==> src/rtl/control_unit.sv <==
// control_unit: HRM CPU instruction decoder with one cycle of registered latency.
// Opcode in, datapath strobes out. The only state is the output register.

package control_unit_pkg;

  localparam int unsigned OPC_W  = 4;
  localparam int unsigned MUXR_W = 2;
  localparam int unsigned ALU_W  = 3;

  // HRM opcode map
  typedef enum logic [OPC_W-1:0] {
    OP_INBOX     = 4'd0,
    OP_OUTBOX    = 4'd1,
    OP_COPYFROM  = 4'd2,
    OP_COPYTO    = 4'd3,
    OP_ADD       = 4'd4,
    OP_SUB       = 4'd5,
    OP_BUMPP     = 4'd6,
    OP_BUMPM     = 4'd7,
    OP_JUMP      = 4'd8,
    OP_JUMPZ     = 4'd9,
    OP_JUMPN     = 4'd10,
    OP_COPYFROMI = 4'd11,
    OP_COPYTOI   = 4'd12,
    OP_ADDI      = 4'd13,
    OP_SUBI      = 4'd14,
    OP_NOP       = 4'd15
  } opcode_e;

  // R-register source select
  localparam logic [MUXR_W-1:0] MUXR_INBOX = 2'b00;
  localparam logic [MUXR_W-1:0] MUXR_MEM   = 2'b01;
  localparam logic [MUXR_W-1:0] MUXR_ALU   = 2'b10;

  // ALU operations; 110/111 are never produced
  localparam logic [ALU_W-1:0] ALU_ADD   = 3'b000;
  localparam logic [ALU_W-1:0] ALU_SUB   = 3'b001;
  localparam logic [ALU_W-1:0] ALU_INC   = 3'b010;
  localparam logic [ALU_W-1:0] ALU_DEC   = 3'b011;
  localparam logic [ALU_W-1:0] ALU_TSTZ  = 3'b100;
  localparam logic [ALU_W-1:0] ALU_TSTN  = 3'b101;

  // Bundle of all datapath control strobes; all-zero is the NOP/reset state
  typedef struct packed {
    logic [MUXR_W-1:0] mux_r;
    logic              w_r;
    logic              mux_m;
    logic              w_m;
    logic [ALU_W-1:0]  alu_ctl;
    logic              branch;
    logic              ijump;
    logic              r_in;
    logic              w_o;
  } ctrl_t;

  localparam ctrl_t CTRL_NOP = '0;

endpackage

module control_unit
  import control_unit_pkg::*;
(
  input  logic                clk,
  input  logic                rst,
  input  logic [OPC_W-1:0]    instr,
  output logic [MUXR_W-1:0]   muxR,
  output logic                wR,
  output logic                muxM,
  output logic                wM,
  output logic [ALU_W-1:0]    aluCtl,
  output logic                branch,
  output logic                ijump,
  output logic                rIn,
  output logic                wO
);

  opcode_e opcode;
  ctrl_t   ctrl_d;
  ctrl_t   ctrl_q;

  assign opcode = opcode_e'(instr);

  // Combinational decode of the opcode into the next control word
  always_comb begin
    ctrl_d = CTRL_NOP;
    unique case (opcode)
      OP_INBOX: begin
        ctrl_d.mux_r = MUXR_INBOX;
        ctrl_d.w_r   = 1'b1;
        ctrl_d.r_in  = 1'b1;
      end
      OP_OUTBOX: begin
        ctrl_d.w_o = 1'b1;
      end
      OP_COPYFROM: begin
        ctrl_d.mux_r = MUXR_MEM;
        ctrl_d.w_r   = 1'b1;
      end
      OP_COPYTO: begin
        ctrl_d.w_m = 1'b1;
      end
      OP_ADD: begin
        ctrl_d.mux_r   = MUXR_ALU;
        ctrl_d.w_r     = 1'b1;
        ctrl_d.alu_ctl = ALU_ADD;
      end
      OP_SUB: begin
        ctrl_d.mux_r   = MUXR_ALU;
        ctrl_d.w_r     = 1'b1;
        ctrl_d.alu_ctl = ALU_SUB;
      end
      OP_BUMPP: begin
        ctrl_d.mux_r   = MUXR_ALU;
        ctrl_d.w_r     = 1'b1;
        ctrl_d.w_m     = 1'b1;
        ctrl_d.alu_ctl = ALU_INC;
      end
      OP_BUMPM: begin
        ctrl_d.mux_r   = MUXR_ALU;
        ctrl_d.w_r     = 1'b1;
        ctrl_d.w_m     = 1'b1;
        ctrl_d.alu_ctl = ALU_DEC;
      end
      OP_JUMP: begin
        ctrl_d.ijump = 1'b1;
      end
      OP_JUMPZ: begin
        ctrl_d.branch  = 1'b1;
        ctrl_d.alu_ctl = ALU_TSTZ;
      end
      OP_JUMPN: begin
        ctrl_d.branch  = 1'b1;
        ctrl_d.alu_ctl = ALU_TSTN;
      end
      OP_COPYFROMI: begin
        ctrl_d.mux_r = MUXR_MEM;
        ctrl_d.w_r   = 1'b1;
        ctrl_d.mux_m = 1'b1;
      end
      OP_COPYTOI: begin
        ctrl_d.w_m   = 1'b1;
        ctrl_d.mux_m = 1'b1;
      end
      OP_ADDI: begin
        ctrl_d.mux_r   = MUXR_ALU;
        ctrl_d.w_r     = 1'b1;
        ctrl_d.mux_m   = 1'b1;
        ctrl_d.alu_ctl = ALU_ADD;
      end
      OP_SUBI: begin
        ctrl_d.mux_r   = MUXR_ALU;
        ctrl_d.w_r     = 1'b1;
        ctrl_d.mux_m   = 1'b1;
        ctrl_d.alu_ctl = ALU_SUB;
      end
      OP_NOP: begin
        ctrl_d = CTRL_NOP;
      end
      default: begin
        ctrl_d = CTRL_NOP;
      end
    endcase
  end

  // Output register; reset clears every strobe immediately
  always_ff @(posedge clk or posedge rst) begin
    if (rst) begin
      ctrl_q <= CTRL_NOP;
    end else begin
      ctrl_q <= ctrl_d;
    end
  end

  assign muxR   = ctrl_q.mux_r;
  assign wR     = ctrl_q.w_r;
  assign muxM   = ctrl_q.mux_m;
  assign wM     = ctrl_q.w_m;
  assign aluCtl = ctrl_q.alu_ctl;
  assign branch = ctrl_q.branch;
  assign ijump  = ctrl_q.ijump;
  assign rIn    = ctrl_q.r_in;
  assign wO     = ctrl_q.w_o;

endmodule

==> config.mk <==
export PLATFORM = sky130hd
export DESIGN_NAME = control_unit
export DESIGN_NICKNAME = d
export VERILOG_FILES = /design/src/rtl/control_unit.sv
export SDC_FILE = /design/constraint.sdc
export NUM_CORES = 1
export LEC_CHECK = 0
export ABC_AREA = 1
export CORE_AREA = 4 4 41 43
export CTS_CLUSTER_DIAMETER = 150
export CTS_CLUSTER_SIZE = 20
export DETAILED_ROUTE_END_ITERATION = 10
export DIE_AREA = 0 0 45 47
export GPL_TIMING_DRIVEN = 0
export HOLD_SLACK_MARGIN = 0.1
export PLACE_DENSITY = 0.66
export SYNTH_ARGS = -nofsm -noshare
export SYNTH_HDL_FRONTEND = slang
export SYNTH_SLANG_ARGS = --single-unit
==> constraint.sdc <==
create_clock -name clk -period 0.8 [get_ports clk]
set_input_delay 0.16 -clock clk [delete_from_list [all_inputs] [get_ports clk]]
set_output_delay 0.16 -clock clk [all_outputs]
set_load 0.02 [all_outputs]
==> metrics.txt, run 1 <==
status=complete, but fails checks; failing checks=setup timing; LEAKAGE=0.3750 nW; initial core utilization=35.58%; CP Max Fanout=1; Multi-input gate area=125.1 um2; antenna viol nets, final=0; largest net degree at the start of global routing=13; number of DRC markers in iteration 0=2; Hold/Removal Path Class=input port to asynchronous set/reset pin; number of hold violations in the final report=0; layout cells sized above 1=38.24%; clk sinks=12; Syn Inst Count=47; register area=300.3 um2; Met2 Routed Length=358 um; Ports=18; Hold-fix buffers, CTS=0; I/O Buffers=17; nets@finish=76; Met1 Routed Length=298 um; Max-cap violations=0; crit end category=primary output; FF+latch count, synth=12; critical path cell sequence=buf_6; synth-to-layout area growth=49.46%; yosys warns=0; row cnt=13; WP data required=640 ps; aggregate global routing overflow=0; Final setup violation count=12; fill count=141; Worst slew margin=71.83%; Final period util=114.7%; Inserted Clock Buffers=3; global-route usage over all layers=8.762%; DP HPWL=602.1 um; Core Box Area=1301 um2; clk buf depth=2; most frequent cells in the layout=dfrtp_1, buf_6, inv_1, nand2_1; CP top delay family=flip-flops; die height=47 um; CTS tree=yes; WP depth=1; unrepaired setup endpoints after global routing=true; total number of vias=349; fmax=1.089 GHz; Setup CP Type=flop to primary output; worst-margin pin slew=422.0 ps; Final Non-Filler Cells=83; Worst Path Buf+Inv=1; Die Wd=45 um; Worst-path clk slew=60 ps; CP endpoint=wR; initial antenna violation count=0; DR DRC count=0; first-pass GRT wire length=1269 um; slowest stage delay, CP=370 ps; H-tree depth=1; placed insts=79; min Tclk post-route=917.9 ps; Critical Path AT=760 ps; Die Area=2115 um2; Hold Slack=193.2 ps; vias in the first global route=325; routed wl met3=60 um; ANT cells=0; Highest Signal Layer=met3; register area share after synthesis=64.86%; clock root buffer=clkbuf_4; syn_area_per_cell=9.850 um2; synthesized cell area=462.9 um2; Syn Nets=53; Worst Setup Start Kind=flop; last weighted congestion value of the routability-driven placer=0.7885; CP startpoint=wR; final worst slack=-117.9 ps; vias per inst=4.205; Slew Viols, Final=0; Pre-antenna DRT Iters=4; Max IR drop VDD=0.8433 mV; WL final=717 um; CP max-delay cell=dfrtp_1; WL per Instance=8.639 um; count of cell types in the netlist=12; power per cell area=1749 nW/um2
## registers in the layout, indices dropped and copies added (netlist names)
register / cells
rIn: 1
ijump: 1
aluCtl: 3
muxM: 1
branch: 1
muxR: 2
wO: 1
wR: 1
wM: 1
## Yosys cell counts, drive strengths merged
library cell	number	share of area (%)
o211ai	1	1.6
a21oi	2	2.2
inv	10	8.1
a22oi	1	1.6
o21ai	1	1.1
nand2	11	11
dfrtp	12	65
nor2	7	7.3
nand3	2	2.2
## stage by stage
| step | area (um2) | worst slack, ps | power [mW] | utilization [%] | TNS, ps |
|---|---|---|---|---|---|
| 6_report | 691.9 | -117.9 | 1.210 | 53.17 | -1371 |
| 3_5_place_dp | 651.9 | -414.6 | 0.8850 | 50.10 | -6928 |
| 2_1_floorplan | 462.9 | 169.3 | 0.7724 | - | 0 |
| 4_1_cts | 691.9 | -135.0 | 1.233 | 53.17 | -1526 |
| 3_3_place_gp | 651.9 | -415.1 | 0.8830 | 50.10 | -6841 |
| 5_1_grt | 691.9 | -160.6 | 1.280 | 53.17 | -1769 |
## cells by family (layout without fill, tap and decap cells)
| kind of cell | after synthesis | after routing | share of synthesized area, % |
|---|---|---|---|
| DFF | 12 | 12 | 64.87 |
| AOI/OAI and AO/OA | 5 | 5 | 6.487 |
| buffers and inverters | 10 | 31 | 8.109 |
| and+or+nand+nor | 20 | 20 | 20.54 |
## worst min path at each step
stage                           end  cells past startpoint
after floorplan           aluCtl[0]                      1
after global placement      muxR[0]                      2
after detailed placement    muxR[0]                      2
after CTS                    branch                      2
after global routing      aluCtl[2]                      2
final                            wR                      2
## cell type report
cell class | instances | share of cell area (%)
Sequential cell | 12 | 43.40
Timing Repair Buffer | 18 | 27.12
Multi-Input combinational cell | 25 | 18.08
Inverter | 10 | 5.425
Tap cell | 15 | 2.712
Clock buffer | 3 | 3.255
## metal layers
| metal | GRT usage, % | up-vias |
|---|---|---|
| met5 | 0 | - |
| met4 | 8.772 | 0 |
| met3 | 2.299 | 0 |
| met2 | 13.56 | 12 |
| met1 | 9.569 | 149 |
| li1 | - | 188 |
## timing repair
item                                    4_1_cts  5_1_grt
setup buffers                                 1        0
endpoints found under the setup margin       23       12
gates cloned                                  0        0
pin swaps                                     1        0
resized for setup                            77        0
## power by group
| part | switching (mW) | internal (mW) | total [mW] | leakage (nW) |
|---|---|---|---|---|
| clock network | 0.157 | 0.173 | 0.330 | 0.0138 |
| registers | 0.0144 | 0.640 | 0.655 | 0.157 |
| logic | 0.123 | 0.103 | 0.226 | 0.204 |
Note: power is estimated with default switching activity, not from simulation.
==> run 2, diff against run 1 <==
CAP_MARGIN = 15   (was default)
==> results of run 2 <==
Final layout, timing and power as in run 1 (identical DEF).
